`src/rtl/taxi_eth_link_pkg.sv`:
```
// Shared types and widths for the 10G receive link controller.
// Holds the state encoding, bus widths and the saturating PRBS accumulator helper.
package taxi_eth_link_pkg;

  localparam int unsigned STATE_W         = 3;
  localparam int unsigned ERR_INC_W       = 7;
  localparam int unsigned LINK_DOWN_CNT_W = 16;
  localparam int unsigned PRBS_ERR_CNT_W  = 32;
  localparam int unsigned PRBS_SUM_W      = PRBS_ERR_CNT_W + 1;

  typedef enum logic [STATE_W-1:0] {
    ST_IDLE        = 3'd0,
    ST_SERDES_RST  = 3'd1,
    ST_WAIT_LOCK   = 3'd2,
    ST_WAIT_STABLE = 3'd3,
    ST_UP          = 3'd4,
    ST_PRBS        = 3'd5
  } link_state_t;

  // Timer must hold the largest terminal count of any timed state.
  function automatic int unsigned timer_width(input int unsigned a, input int unsigned b,
                                              input int unsigned c);
    int unsigned m;
    m = a;
    if (b > m) m = b;
    if (c > m) m = c;
    return $clog2(m + 1);
  endfunction

  function automatic logic [PRBS_ERR_CNT_W-1:0] prbs_sat_add(
    input logic [PRBS_ERR_CNT_W-1:0] acc,
    input logic [ERR_INC_W-1:0]      inc
  );
    logic [PRBS_SUM_W-1:0] sum;
    sum = {1'b0, acc} + PRBS_SUM_W'(inc);
    return sum[PRBS_ERR_CNT_W] ? '1 : sum[PRBS_ERR_CNT_W-1:0];
  endfunction

endpackage

```
`src/rtl/taxi_eth_phy_10g_rx_link_ctrl.sv`:
```
// Receive link bring-up controller: SERDES reset, lock wait, stability qualification,
// link-up monitoring and a PRBS31 test mode with error accumulation.
module taxi_eth_phy_10g_rx_link_ctrl
  import taxi_eth_link_pkg::*;
#(
  parameter int unsigned LOCK_TIMEOUT  = 16384,
  parameter int unsigned STABLE_CYCLES = 1024,
  parameter int unsigned RST_CYCLES    = 64
) (
  input  logic                       clk,
  input  logic                       rst,
  input  logic                       cfg_enable,
  input  logic                       cfg_prbs31_req,
  input  logic                       rx_block_lock,
  input  logic                       rx_high_ber,
  input  logic                       rx_status,
  input  logic [ERR_INC_W-1:0]       rx_error_count,
  input  logic                       serdes_rx_reset_req,
  output logic                       serdes_rst,
  output logic                       cfg_rx_enable,
  output logic                       cfg_rx_prbs31_enable,
  output logic                       link_up,
  output logic [STATE_W-1:0]         link_state,
  output logic [LINK_DOWN_CNT_W-1:0] stat_link_down_cnt,
  output logic [PRBS_ERR_CNT_W-1:0]  stat_prbs_err_cnt
);

  localparam int unsigned TIMER_W = timer_width(LOCK_TIMEOUT, STABLE_CYCLES, RST_CYCLES);
  localparam logic [TIMER_W-1:0] RST_LAST    = TIMER_W'(RST_CYCLES - 1);
  localparam logic [TIMER_W-1:0] LOCK_LAST   = TIMER_W'(LOCK_TIMEOUT - 1);
  localparam logic [TIMER_W-1:0] STABLE_LAST = TIMER_W'(STABLE_CYCLES - 1);

  link_state_t                r_state;
  link_state_t                w_state_next;
  logic [TIMER_W-1:0]         r_timer;
  logic                       w_timer_inc;
  logic                       w_timer_clr;
  logic                       r_serdes_rst;
  logic                       r_rx_enable;
  logic                       r_prbs_enable;
  logic                       r_link_up;
  logic [LINK_DOWN_CNT_W-1:0] r_link_down_cnt;
  logic [PRBS_ERR_CNT_W-1:0]  r_prbs_err_cnt;

  always_ff @(posedge clk or posedge rst) begin
    if (rst) r_state <= ST_IDLE;
    else     r_state <= w_state_next;
  end

  // Next state; cfg_enable=0 beats the PHY reset request, which beats everything else.
  always_comb begin
    w_state_next = r_state;
    w_timer_inc  = 1'b0;
    w_timer_clr  = 1'b0;
    case (r_state)
      ST_IDLE: begin
        if (cfg_enable) w_state_next = cfg_prbs31_req ? ST_PRBS : ST_SERDES_RST;
      end
      ST_SERDES_RST: begin
        if (r_timer == RST_LAST) w_state_next = ST_WAIT_LOCK;
        else                     w_timer_inc  = 1'b1;
      end
      ST_WAIT_LOCK: begin
        if (rx_block_lock)           w_state_next = ST_WAIT_STABLE;
        else if (r_timer == LOCK_LAST) w_state_next = ST_SERDES_RST;
        else                         w_timer_inc  = 1'b1;
      end
      ST_WAIT_STABLE: begin
        if (!rx_block_lock)              w_state_next = ST_WAIT_LOCK;
        else if (!rx_status)             w_timer_clr  = 1'b1;
        else if (r_timer == STABLE_LAST) w_state_next = ST_UP;
        else                             w_timer_inc  = 1'b1;
      end
      ST_UP: begin
        if (!rx_block_lock || rx_high_ber) w_state_next = ST_WAIT_LOCK;
      end
      ST_PRBS: begin
        if (!cfg_prbs31_req) w_state_next = ST_SERDES_RST;
      end
      default: w_state_next = ST_IDLE;
    endcase
    if (serdes_rx_reset_req &&
        (r_state == ST_WAIT_LOCK || r_state == ST_WAIT_STABLE || r_state == ST_UP))
      w_state_next = ST_SERDES_RST;
    if (!cfg_enable) w_state_next = ST_IDLE;
  end

  // Shared timer, cleared on every state change and on a stability glitch.
  always_ff @(posedge clk or posedge rst) begin
    if (rst)                                        r_timer <= '0;
    else if (w_state_next != r_state || w_timer_clr) r_timer <= '0;
    else if (w_timer_inc)                           r_timer <= r_timer + TIMER_W'(1);
  end

  // Outputs decoded from the next state so they line up with the state register.
  always_ff @(posedge clk or posedge rst) begin
    if (rst) begin
      r_serdes_rst  <= 1'b0;
      r_rx_enable   <= 1'b0;
      r_prbs_enable <= 1'b0;
      r_link_up     <= 1'b0;
    end else begin
      r_serdes_rst  <= (w_state_next == ST_SERDES_RST);
      r_rx_enable   <= (w_state_next == ST_UP);
      r_prbs_enable <= (w_state_next == ST_PRBS);
      r_link_up     <= (w_state_next == ST_UP);
    end
  end

  always_ff @(posedge clk or posedge rst) begin
    if (rst) begin
      r_link_down_cnt <= '0;
      r_prbs_err_cnt  <= '0;
    end else begin
      if (r_state == ST_UP && w_state_next != ST_UP && r_link_down_cnt != '1)
        r_link_down_cnt <= r_link_down_cnt + LINK_DOWN_CNT_W'(1);
      if (w_state_next == ST_PRBS && r_state != ST_PRBS)
        r_prbs_err_cnt <= '0;
      else if (r_state == ST_PRBS)
        r_prbs_err_cnt <= prbs_sat_add(r_prbs_err_cnt, rx_error_count);
    end
  end

  assign serdes_rst           = r_serdes_rst;
  assign cfg_rx_enable        = r_rx_enable;
  assign cfg_rx_prbs31_enable = r_prbs_enable;
  assign link_up              = r_link_up;
  assign link_state           = STATE_W'(r_state);
  assign stat_link_down_cnt   = r_link_down_cnt;
  assign stat_prbs_err_cnt    = r_prbs_err_cnt;

endmodule

```
`config.mk`:
```
export PLATFORM = sky130hd
export DESIGN_NAME = taxi_eth_phy_10g_rx_link_ctrl
export DESIGN_NICKNAME = d
export VERILOG_FILES = /design/src/rtl/taxi_eth_link_pkg.sv /design/src/rtl/taxi_eth_phy_10g_rx_link_ctrl.sv
export SDC_FILE = /design/constraint.sdc
export NUM_CORES = 1
export LEC_CHECK = 0
export BUFFER_PORTS_ARGS = -buffer_cell sky130_fd_sc_hd__buf_2
export CELL_PAD_IN_SITES_DETAIL_PLACEMENT = 0
export CELL_PAD_IN_SITES_GLOBAL_PLACEMENT = 2
export CORE_ASPECT_RATIO = 0.7
export CORE_MARGIN = 4
export CORE_UTILIZATION = 36
export DETAILED_ROUTE_END_ITERATION = 8
export HOLD_SLACK_MARGIN = 0.15
export MAX_ROUTING_LAYER = met4
export PLACE_DENSITY = 0.92
export SYNTH_ARGS = -nofsm -noshare
export SYNTH_HDL_FRONTEND = slang
export SYNTH_SLANG_ARGS = --single-unit
```
`constraint.sdc`:
```
create_clock -name clk -period 2.9 [get_ports clk]
set_input_delay 0.58 -clock clk [delete_from_list [all_inputs] [get_ports clk]]
set_output_delay 0.58 -clock clk [all_outputs]
set_load 0.02 [all_outputs]
```
==> run_results.csv <==
group,metric,value,unit
power,peakVddDrop,0.4172,mV
synthesis,syn_area,4242,um2
synthesis,postSynth.topFlopCell,"dfrtp_1",
detailed_routing,drt_wl_total,11330,um
die,io_pins,70,
timing,clock.fmax,367.1,MHz
synthesis,postSynthCellCount,431,
clocking,cts_buffer_depth,2,
cells_and_area,fin_nets,538,
worst_setup_path,cp_max_fo,11,
global_route,track_usage,17.47,%
cells_and_area,fin_cells,671,
synthesis,synth.avg_cell_area,9.841,um2
detailed_routing,drt-initial-drc-count,420,
synthesis,seq_area_frac_synth,40.71,%
timing,maxSlewViolCount,0,
timing,hold_viol_final,0,
global_route,grt_max_degree,70,
placed_design,dpl.cell_count,654,
clocking,path_clk_slew,60,ps
clocking,cts_hold_buf,0,
cells_and_area,area_growth,23.01,%
flow_run,max_cap_violations,0,
synthesis,synth_edf_count,0,
placed_design,io_buffers,69,
global_route,grt_pass1_wl,18570,um
timing,finalCritPeriodShare,93.92,%
worst_setup_path,cp.arrival,2950,ps
detailed_routing,wl_per_cell,16.88,um
timing,finalCriticalPeriod,2724,ps
die,die_w,137.7,um
worst_setup_path,path_class,"reg2reg",
detailed_routing,drtAntennaViolNets,0,
power,p_leak,2.251,nW
timing,relSlewSlack,40.78,%
worst_setup_path,cp.required,3130,ps
global_route,grt_antenna_before_repair,0,
timing,setup_viol,0,
global_route,grt_overflow,0,
timing,finalClockSkew,4.722,ps
placed_design,hpwlAfterDp,7981,um
clocking,clock-sinks,69,
power,power_density,746.3,nW/um2
cells_and_area,n_antenna_cell,0,
timing,worst_slack,176.3,ps
clocking,tritoncts,"done",
outcome,status,"finished, final reports clean",
cells_and_area,final_layout_size_suffix_gt1_share,26.45,%
die,die_y,98.82,um
die,core,11250,um2
synthesis,yosysUniqueCellTypes,64,
die,row_count,32,
die,die-area,13610,um2
worst_setup_path,cp-start-kind,"flop",
min_path,hold_class,"reg2reg",
clocking,cts_buffers,9,
worst_setup_path,end_kind,"flop",
synthesis,ys_ff_latch,69,
die,start_util,37.70,%
clocking,htreeDepth,3,
detailed_routing,remaining_drc_errors,0,
synthesis,async_flop_share,100.0,%
synthesis,syn_nets,456,
placed_design,gp_congestion,0.8836,
cells_and_area,fin_util,46.37,%
placed_design,pre_cts_ws,-117.0,ps
clocking,clk-insertion-delay-late,330,ps
clocking,clockRootBuffer,"clkbuf_16",
detailed_routing,viasPerCell,5.572,
detailed_routing,vias,3739,
timing,worst_pin_slew,888.3,ps
global_route,grt_pass1_vias,3541,
detailed_routing,drtPass1Iterations,5,
synthesis,ys_warn_count,0,
[cells by family (layout without fill, tap and decap cells)]
family,Yosys count,after routing,share of synthesized area [%]
compound gates,99,99,17.97
xor+xnor,35,35,7.227
fa+ha+maj,10,10,3.127
buf+inv,29,115,3.333
flops,69,69,40.71
mux,3,3,0.7375
simple gates,186,187,26.90
[routing by layer]
| metal | vias to the layer above | wire (um) | GRT usage, % |
|---|---|---|---|
| li1 | 1811 | - | - |
| met1 | 1815 | 5699 | 25.96 |
| met2 | 104 | 4872 | 23.69 |
| met3 | 9 | 658 | 4.490 |
| met4 | 0 | 97 | 4.024 |
| met5 | - | 0 | - |
[cell type report]
cell class                 count  area [um2]
fill                        1072        6033
tap                          153       191.4
sequential                    69        1727
multi-input combinational    334        2396
timing repair buffer          90       528.0
clock buffer                  12       246.5
clock inverter                 4       95.09
inverter                       9       33.78
[cells in the mapped netlist (10+ instances only)]
cell	instances	area [um2]
nor3_1	12	60.06
dfrtp_1	69	1727
nand4_1	11	68.82
nand3_1	19	95.09
nor2_1	23	86.33
clkbuf_1	14	52.55
xor2_1	23	201.4
a31oi_1	10	62.56
a211oi_1	14	105.1
a21oi_1	20	100.1
and3_1	15	93.84
nor3b_1	20	150.1
xnor2_1	12	105.1
nand2_1	27	101.4
[where the power goes]
group,switching [mW],internal (mW),total [mW]
combinational,0.783,0.514,1.30
clock,0.412,0.863,1.27
sequential,0.195,1.13,1.32
[worst max-delay path, cell delays in order, from the launching register on]
cell	delay, ps
dfrtp_1	370
ha_1	220
fa_1	250
a211oi_1	100
o21ai_0	340
nand2b_1	190
nor2_1	650
nor2_1	150
a311oi_1	330
[metrics by stage]
| stage | hold slack [ps] | instance area [um2] | power [mW] | setup TNS [ps] |
|---|---|---|---|---|
| after global placement | 470.8 | 4853 | 2.599 | -96.33 |
| final | 491.8 | 5218 | 3.894 | 0 |
| after detailed placement | 482.9 | 4853 | 2.619 | -601.4 |
| after CTS | 495.8 | 5195 | 3.921 | 0 |
| after global routing | 504.5 | 5218 | 4.124 | -3.209 |
| after floorplan | 520.6 | 4242 | 2.202 | 0 |
[state kept, by name, summed over array words and instances (netlist names)]
register	flops
stat_prbs_err_cnt	32
cfg_rx_prbs31_enable	1
link_up	1
serdes_rst	1
link_state	3
r_timer	15
stat_link_down_cnt	16
[path summary, 6_finish.rpt]
path / from / to / slack, ps / depth (start not counted)
hold / removal: stat_link_down_cnt[6]$_DFFE_PP0P_ / stat_link_down_cnt[6]$_DFFE_PP0P_ / 490 / 1
hold reg to reg: stat_link_down_cnt[6]$_DFFE_PP0P_ / stat_link_down_cnt[6]$_DFFE_PP0P_ / 490 / 1
max in group asynchronous: rst / stat_link_down_cnt[1]$_DFFE_PP0P_ / 1820 / 3
min in group asynchronous: rst / stat_prbs_err_cnt[25]$_DFFE_PP0P_ / 520 / 3
setup / recovery: stat_prbs_err_cnt[0]$_DFFE_PP0P_ / stat_prbs_err_cnt[17]$_DFFE_PP0P_ / 180 / 8
setup reg to reg: stat_prbs_err_cnt[0]$_DFFE_PP0P_ / stat_prbs_err_cnt[17]$_DFFE_PP0P_ / 180 / 8
[cell usage in the layout, fill, tap and decap left out, types with 3 or more instances in the layout]
cell,n
a211oi_1,14
buf_2,69
o22ai_1,3
inv_1,8
nand3_1,19
or4_1,6
xor2_1,23
and3b_1,3
dfrtp_1,69
nand2_1,27
and3_1,15
a211oi_2,8
a21o_1,3
and4b_1,3
nand2b_1,6
a21oi_1,20
nor2_1,23
xnor2_1,12
nand4_1,11
nor4_1,4
a31oi_1,10
o21ai_0,7
nor3_2,9
clkbuf_16,9
nor3b_1,20
nor3_1,12
and2_1,8
a2111oi_0,5
ha_1,9
nand3b_1,3
o2bb2ai_1,7
bufinv_16,3
buf_4,19
and4_1,7
[what timing repair did]
item                       4_1_cts  5_1_grt
gates resized for setup          0        3
setup endpoints to repair        0       22
setup buffers                    0        0
Power figures use the tool's default switching activity.
